===== config.mk =====
export PLATFORM = sky130hd
export DESIGN_NAME = spi_reg_writer
export DESIGN_NICKNAME = d
export VERILOG_FILES = /design/src/rtl/spi_reg_writer.sv
export SDC_FILE = /design/constraint.sdc
export NUM_CORES = 1
export LEC_CHECK = 0
export ABC_CLOCK_PERIOD_IN_PS = 3300
export CAP_MARGIN = 25
export CORE_UTILIZATION = 55
export DETAILED_ROUTE_END_ITERATION = 7
export GPL_TIMING_DRIVEN = 1
export HOLD_SLACK_MARGIN = 0.05
export PLACE_DENSITY = 0.8
export SYNTH_ARGS = -nofsm -noshare
export SYNTH_HDL_FRONTEND = slang
export SYNTH_SLANG_ARGS = --single-unit

===== constraint.sdc =====
create_clock -name clk -period 3.3 [get_ports clk]
set_clock_uncertainty 0.1 [all_clocks]
set_input_delay 0.66 -clock clk [delete_from_list [all_inputs] [get_ports clk]]
set_output_delay 0.66 -clock clk [all_outputs]
set_load 0.005 [all_outputs]

===== src/rtl/spi_reg_writer.sv =====
// spi_reg_writer: SPI mode-0 peripheral (MSB first) that decodes 16-bit host frames
// and writes the five-entry register file driving the PWM peripheral.
// Frame layout: bit15 = R/W (1 = write), bits14:8 = address, bits7:0 = data.
// Optional read-back is enabled by defining the macro SPI_READBACK_EN; without it
// cipo is tied low and read frames are dropped.
module spi_reg_writer #(
  parameter int         SYNC_STAGES = 2,
  parameter logic [6:0] MAX_ADDR    = 7'h04
) (
  input  logic       clk,
  input  logic       rst_n,
  input  logic       sclk,
  input  logic       copi,
  input  logic       ncs,
  output logic       cipo,
  output logic [7:0] en_reg_out_7_0,
  output logic [7:0] en_reg_out_15_8,
  output logic [7:0] en_reg_pwm_7_0,
  output logic [7:0] en_reg_pwm_15_8,
  output logic [7:0] pwm_duty_cycle
);

  typedef enum logic [1:0] {
    IDLE,
    SHIFT,
    COMMIT
  } state_t;

  localparam logic [4:0] BIT_CNT_FULL = 5'd16;
  localparam logic [4:0] BIT_CNT_SAT  = 5'd17;
  localparam logic [6:0] NUM_REGS     = 7'd5;

  logic [SYNC_STAGES-1:0] sclk_sync_q;
  logic [SYNC_STAGES-1:0] copi_sync_q;
  logic [SYNC_STAGES-1:0] ncs_sync_q;

  logic sclk_rise;
  logic ncs_fall;
  logic ncs_rise;
  logic copi_s;

  state_t      state_q, state_d;
  logic [4:0]  bit_cnt_q, bit_cnt_d;
  logic [15:0] shift_q, shift_d;
  logic        wr_en;

  logic [7:0] reg0_q, reg1_q, reg2_q, reg3_q, reg4_q;

  logic [6:0] frame_addr;
  logic [7:0] frame_data;
  logic       addr_ok;

  // Synchronizers for the three asynchronous pins. The chip-select chain clears to 0
  // so a frame already running when reset releases never shows a falling edge and is
  // therefore ignored until the host starts a fresh frame.
  always_ff @(posedge clk) begin
    if (!rst_n) begin
      sclk_sync_q <= '0;
      copi_sync_q <= '0;
      ncs_sync_q  <= '0;
    end else begin
      sclk_sync_q <= {sclk_sync_q[SYNC_STAGES-2:0], sclk};
      copi_sync_q <= {copi_sync_q[SYNC_STAGES-2:0], copi};
      ncs_sync_q  <= {ncs_sync_q[SYNC_STAGES-2:0], ncs};
    end
  end

  assign sclk_rise =  sclk_sync_q[SYNC_STAGES-2] & ~sclk_sync_q[SYNC_STAGES-1];
  assign ncs_fall  = ~ncs_sync_q[SYNC_STAGES-2]  &  ncs_sync_q[SYNC_STAGES-1];
  assign ncs_rise  =  ncs_sync_q[SYNC_STAGES-2]  & ~ncs_sync_q[SYNC_STAGES-1];
  // COPI is taken one stage later than SCLK; it is long stable around the rising
  // edge because the host changes it on the falling edge.
  assign copi_s    = copi_sync_q[SYNC_STAGES-1];

  assign frame_addr = shift_q[14:8];
  assign frame_data = shift_q[7:0];
  assign addr_ok    = (frame_addr <= MAX_ADDR) && (frame_addr < NUM_REGS);

  // FSM state, bit counter and receive shift register.
  always_ff @(posedge clk) begin
    if (!rst_n) begin
      state_q   <= IDLE;
      bit_cnt_q <= '0;
      shift_q   <= '0;
    end else begin
      state_q   <= state_d;
      bit_cnt_q <= bit_cnt_d;
      shift_q   <= shift_d;
    end
  end

  // Next-state logic: capture bits while selected, then qualify the frame on deselect.
  // A new frame start seen during COMMIT goes straight to SHIFT, so a one-clock
  // chip-select gap between back-to-back frames does not lose the second frame.
  always_comb begin
    state_d   = state_q;
    bit_cnt_d = bit_cnt_q;
    shift_d   = shift_q;
    wr_en     = 1'b0;
    case (state_q)
      IDLE: begin
        if (ncs_fall) begin
          shift_d   = '0;
          bit_cnt_d = '0;
          state_d   = SHIFT;
        end
      end
      SHIFT: begin
        if (sclk_rise) begin
          shift_d = {shift_q[14:0], copi_s};
          if (bit_cnt_q != BIT_CNT_SAT) begin
            bit_cnt_d = bit_cnt_q + 5'd1;
          end
        end
        if (ncs_rise) begin
          state_d = COMMIT;
        end
      end
      COMMIT: begin
        wr_en   = (bit_cnt_q == BIT_CNT_FULL) && shift_q[15] && addr_ok;
        state_d = IDLE;
        if (ncs_fall) begin
          shift_d   = '0;
          bit_cnt_d = '0;
          state_d   = SHIFT;
        end
      end
      default: begin
        state_d = IDLE;
      end
    endcase
  end

  // Register file: written only by a qualified frame, otherwise holds indefinitely.
  always_ff @(posedge clk) begin
    if (!rst_n) begin
      reg0_q <= 8'h00;
      reg1_q <= 8'h00;
      reg2_q <= 8'h00;
      reg3_q <= 8'h00;
      reg4_q <= 8'h00;
    end else if (wr_en) begin
      case (frame_addr[2:0])
        3'd0:    reg0_q <= frame_data;
        3'd1:    reg1_q <= frame_data;
        3'd2:    reg2_q <= frame_data;
        3'd3:    reg3_q <= frame_data;
        3'd4:    reg4_q <= frame_data;
        default: reg0_q <= reg0_q;
      endcase
    end
  end

  assign en_reg_out_7_0  = reg0_q;
  assign en_reg_out_15_8 = reg1_q;
  assign en_reg_pwm_7_0  = reg2_q;
  assign en_reg_pwm_15_8 = reg3_q;
  assign pwm_duty_cycle  = reg4_q;

`ifdef SPI_READBACK_EN
  logic       sclk_fall;
  logic       ncs_s;
  logic [7:0] rd_data;
  logic [7:0] tx_q;
  logic       tx_valid_q;
  logic       tx_loaded_q;
  logic [6:0] rd_addr;
  logic       rd_addr_ok;

  assign sclk_fall  = ~sclk_sync_q[SYNC_STAGES-2] & sclk_sync_q[SYNC_STAGES-1];
  assign ncs_s      = ncs_sync_q[SYNC_STAGES-2];
  // After eight bits the low byte of the shift register holds R/W and the address.
  assign rd_addr    = shift_q[6:0];
  assign rd_addr_ok = (rd_addr <= MAX_ADDR) && (rd_addr < NUM_REGS);

  // Read mux selecting the register addressed by the first byte of the frame.
  always_comb begin
    rd_data = 8'h00;
    case (rd_addr[2:0])
      3'd0:    rd_data = reg0_q;
      3'd1:    rd_data = reg1_q;
      3'd2:    rd_data = reg2_q;
      3'd3:    rd_data = reg3_q;
      3'd4:    rd_data = reg4_q;
      default: rd_data = 8'h00;
    endcase
  end

  // Transmit shifter: loaded once per frame after the address byte, then advanced on
  // the falling edges following bits 9..15 so the host samples bits 7..0 on rises 9..16.
  always_ff @(posedge clk) begin
    if (!rst_n) begin
      tx_q        <= 8'h00;
      tx_valid_q  <= 1'b0;
      tx_loaded_q <= 1'b0;
    end else if (state_q != SHIFT) begin
      tx_q        <= 8'h00;
      tx_valid_q  <= 1'b0;
      tx_loaded_q <= 1'b0;
    end else if (!tx_loaded_q && (bit_cnt_q == 5'd8)) begin
      tx_loaded_q <= 1'b1;
      if (!shift_q[7] && rd_addr_ok) begin
        tx_q       <= rd_data;
        tx_valid_q <= 1'b1;
      end
    end else if (tx_loaded_q && sclk_fall && (bit_cnt_q > 5'd8)) begin
      tx_q <= {tx_q[6:0], 1'b0};
    end
  end

  assign cipo = tx_valid_q & tx_q[7] & ~ncs_s;
`else
  assign cipo = 1'b0;
`endif

endmodule

### Word level (Yosys, flattened, before mapping)

Cells that the tools add are included.

* output and inout port bits: 41
* register bits after elaboration: 69
* input bits: 5

* muxes and demuxes: 12
* bitwise operators: 6
* add/subtract/negate cells: 1
* reductions and logical operators: 15
* equality and inequality tests: 13
* $lt $le $gt $ge: 2

Operators by type and width (count)
* 16-bit 2-to-1 mux: 2
* 16-bit case mux with 2 select lines: 1
* 5-bit 2-to-1 mux: 3
* 2-bit AND reduction: 6
* 5-bit case mux with 2 select lines: 1
* 2-bit != test, second input constant: 4
* 7-bit by 3-bit less-or-equal comparator with 1-bit output, second input constant: 1
* 7-bit by 3-bit < comparator with 1-bit output, second input constant: 1
* 3-bit by 2-bit equality test with 1-bit output, second input constant: 2
* 2-bit case mux with 3 select lines: 1
* 5-bit by 1-bit adder with 5-bit output, second input constant: 1
* 5-bit equality test, second input constant: 1
* 5-bit != test, second input constant: 1
* 2-bit 2-to-1 mux: 2
* 4-bit AND reduction: 1
* 1-bit AND: 3
* 3-bit by 1-bit equality test with 1-bit output, second input constant: 1
* 3-bit equality test, second input constant: 1
* 1-bit logical AND: 3
* 3-bit logical NOT: 1
* 1-bit NOT: 3
* 3-bit AND reduction: 1
* 2-bit by 1-bit equality test with 1-bit output, second input constant: 1
* 2-bit equality test, second input constant: 1
* 5 further kinds: 6

### Logic depth before layout (Yosys ltp)

* word-level depth: 5
* depth in mapped cells: 7

### Worst setup path before layout

OpenSTA, ideal clock, no wires.

* kind: register to register
* start point: register bit_cnt_q[0]
* end point: register reg3_q[1], in the netlist en_reg_pwm_15_8[1]
* path slack: 1.614 ns
* stages on the path, launching flop included: 8
* clock period less this slack: 1.686 ns
* data required time: 3.128 ns
* arrival time: 1.514 ns
* cells stage by stage: dfxtp_1 > inv_1 > ha_1 > and4b_1 > clkbuf_1 > and4_1 > buf_4 > mux2i_1

* longest elaborated chain between the ends: 5

Ends and longest elaborated chain
* from (decl): RTL line 43 `logic [4:0] bit_cnt_q, bit_cnt_d;`
* from (signal assigned): RTL line 87 `bit_cnt_q <= bit_cnt_d;`
* 5-bit equality test: RTL line 120 `wr_en = (bit_cnt_q == BIT_CNT_FULL) && shift_q[15] && addr_ok;`
* 1-bit logical AND (2 in a row): RTL line 120
* 1-bit 2-to-1 mux: RTL line 100 `case (state_q)`
* 2-bit AND reduction (no source line)
* to (signal assigned): RTL line 147 `3'd3: reg3_q <= frame_data;`
* to (decl): RTL line 47 `logic [7:0] reg0_q, reg1_q, reg2_q, reg3_q, reg4_q;`

Every way passes these cells.
A chain may end at the register's enable or synchronous reset.

### Worst setup path after layout

* start point: register bit_cnt_q[0]
* end point: register reg3_q[5], in the netlist en_reg_pwm_15_8[5]

Same word-level chain as after synthesis.

==> insert_results.sql <==
INSERT INTO impl_metrics (metric_group, metric, value, unit) VALUES
('yosys', 'number_of_synthesized_flops_with_an_enable_pin', '0', ''),
('timing', 'setup_slack', '1330', 'ps'),
('floorplan', 'num_io_pins', '46', ''),
('timing', 'rsz0062_at_grt', 'false', ''),
('yosys', 'post-synth-top-area-cell', 'dfxtp_1', ''),
('routing', 'drt-pass1-iter-count', '4', ''),
('floorplan', 'core_area', '4750', 'µm²'),
('timing', 'post-route-min-period', '1970', 'ps'),
('status', 'outcome', 'finished clean', ''),
('job', 'timing.max_cap.violations', '0', ''),
('power_and_ir_drop', 'worst_ir_drop_vdd', '0.376', 'mV'),
('worst_hold_path', 'hold_class', 'register to register', ''),
('layout', 'finalNetCount', '315', ''),
('timing', 'timing.final.crit_share', '59.6', '%'),
('clocking', 'deepest_clock_path_buffer_count', '2', ''),
('clocking', 'post-cts-setup-buffer-count', '0', ''),
('yosys', 'most_used_flip_flop_cell_after_synthesis', 'dfxtp_1', ''),
('yosys', 'synth.cell_area', '2730', 'µm²'),
('power_and_ir_drop', 'share_clk_of_total_power', '43.6', '%'),
('grt', 'first_global_vias', '1806', ''),
('layout', 'layout-area-overhead-vs-synth', '24.6', '%'),
('yosys', 'synth_adder_area_share', '1.38', '%'),
('routing', 'routed_via_density', '5.29', ''),
('timing', 'timing_hold_violations_final', '0', ''),
('floorplan', 'floorplan.die.height', '72.4', 'µm'),
('clocking', 'postCtsResizedCells', '0', ''),
('timing', 'final.setup.tns', '0', 'ps'),
('floorplan', 'die_w', '72.4', 'µm'),
('yosys', 'synth_sequential_area_ratio', '50.6', '%'),
('clocking', 'clkLatencyLatePin', '340', 'ps'),
('routing', 'route.antenna.remaining_nets', '0', ''),
('floorplan', 'die_area', '5240', 'µm²'),
('power_and_ir_drop', 'sw_pwr', '0.331', 'mW'),
('setup_path', 'worst-path-max-fanout', '8', ''),
('yosys', 'simple_gate_share_of_the_synthesized_area', '20.0', '%'),
('yosys', 'synth_top_cells_by_area', 'dfxtp_1, mux2i_1, nand2_1, a21boi_0, nand3_1', ''),
('power_and_ir_drop', 'power.density_cell_area', '470', 'nW/µm²'),
('timing', 'tightestPinTransition', '778', 'ps'),
('yosys', 'yosys.area_share.xor_xnor', '0', '%'),
('grt', 'pin_count_of_the_biggest_net_entering_global_routing', '76', ''),
('timing', 'timing.fmax', '508', 'MHz'),
('grt', 'grt_total_ovfl', '0', ''),
('power_and_ir_drop', 'seq_power_share', '53.2', '%'),
('place', 'place.detailed.instances', '363', ''),
('yosys', 'post_synth_inst_count', '267', ''),
('layout', 'number_of_cells_in_the_finished_layout_apart_from_fillers', '377', ''),
('yosys', 'synth.net_count', '275', ''),
('yosys', 'async_flop_share', '0', '%'),
('grt', 'antenna_found_initial', '0', ''),
('setup_path', 'timing.critical_path.arrival', '2130', 'ps'),
('yosys', 'synthMostInstantiatedCell', 'dfxtp_1', ''),
('grt', 'global_route_wire_length_before_repair', '8.60', 'mm'),
('place', 'place_area', '3200', 'µm²'),
('yosys', 'syn_avg_cell_area', '10.2', 'µm²'),
('routing', 'route.vias.total', '1996', ''),
('yosys', 'synthDistinctLibCells', '36', ''),
('yosys', 'synthesis.yosys.warnings', '0', ''),
('clocking', 'cts_max_level', '3', ''),
('place', 'post-place-ws', '1370', 'ps'),
('routing', 'route.detailed.wl_per_inst', '14.3', 'µm'),
('power_and_ir_drop', 'leakagePower', '1.41', 'nW'),
('place', 'detailedPlacementHpwl', '3.54', 'mm'),
('place', 'gp_congestion', '0.801', ''),
('power_and_ir_drop', 'pwr-share-comb', '3.2', '%'),
('grt', 'gr-usage-all-layers', '22.0', '%'),
('yosys', 'post_synth_mux_area_share', '16.1', '%'),
('routing', 'remaining_drc_errors', '0', ''),
('clocking', 'root_buffer', 'clkbuf_8', ''),
('layout', 'post_route_cells_drive_above_1_share', '9.68', '%'),
('yosys', 'synth_top_family_by_area', 'simple AND/OR/NAND/NOR gates', ''),
('yosys', 'synth_top_area_share', '50.6', '%');
## through the flow
stage	power, mW	hold slack [ps]
global placement	0.920	307
global route	1.64	356
detailed placement	0.920	311
floorplan	0.908	297
CTS	1.60	325
finish	1.60	324
## sequential cells by signal (all words and copies together) (netlist names)
name and flops:
bit_cnt_q 5, copi_sync_q 2, en_reg_out_15_8 8, en_reg_out_7_0 8, en_reg_pwm_15_8 8, en_reg_pwm_7_0 8
ncs_sync_q 2, pwm_duty_cycle 8, sclk_sync_q 2, shift_q 16, state_q 2
## cell usage in the layout, fill, tap and decap left out, types with 2 or more instances in the layout
cell and instances:
dfxtp_1 69, nand2_1 61, mux2i_1 44, clkdlybuf4s50_1 43
nand3_1 16, clkbuf_8 12, a21boi_0 11, and2_1 6
o221a_2 6, inv_1 5, nand4_2 4, nor3b_1 3
ha_1 3, nand3b_1 2, buf_4 2
## critical path: stages (launching register included)
cell,delay (ps)
dfxtp_1,340
inv_1,140
ha_1,170
and4b_1,360
and4_1,530
mux2i_1,250
## cell families (layout without fill, tap and decap cells)
group | after synthesis | in the layout
flops | 69 | 69
buf+inv | 23 | 66
compound gates | 23 | 23
simple gates | 104 | 104
mux | 44 | 44
other cells | 1 | 1
fa+ha+maj | 3 | 3
## per-layer routing
layer	share of wire (%)	vias up	global-route usage (%)	routed length [µm]
met1	50	951	29.9	2690
met3	2.7	11	4.03	146
met5	0	-	0	0
met2	46	36	32.7	2450
met4	1.7	0	12.6	92
li1	-	998	-	-
## layout make-up
| class | count | area [µm²] |
|---|---|---|
| inverters | 5 | 18.8 |
| clock inverters | 1 | 30.0 |
| multi-input cells | 175 | 1250 |
| well taps | 67 | 83.8 |
| fillers | 371 | 1360 |
| repair buffers | 47 | 470 |
| flip-flops and latches | 69 | 1380 |
| clock buffers | 13 | 169 |
## power groups by stage
| stage | logic [mW] | clock network, mW | registers [mW] |
|---|---|---|---|
| 3_3_place_gp | 0.0515 | 0 | 0.868 |
| 4_1_cts | 0.0521 | 0.697 | 0.850 |
| 2_1_floorplan | 0.0415 | 0 | 0.866 |
| 6_report | 0.0518 | 0.696 | 0.850 |
| 3_5_place_dp | 0.0517 | 0 | 0.869 |
| 5_1_grt | 0.0570 | 0.736 | 0.851 |
## path summary, 6_finish.rpt
path | cells past startpoint | startpoint | slack [ps] | endpoint
hold reg to reg | 1 | ncs_sync_q[1] | 320 | state_q[1]
setup reg to reg | 5 | bit_cnt_q[0] | 1330 | en_reg_pwm_15_8[5]
setup / recovery | 5 | bit_cnt_q[0] | 1330 | en_reg_pwm_15_8[5]
hold / removal | 1 | ncs_sync_q[1] | 320 | state_q[1]
Power figures use the tool's default switching activity.
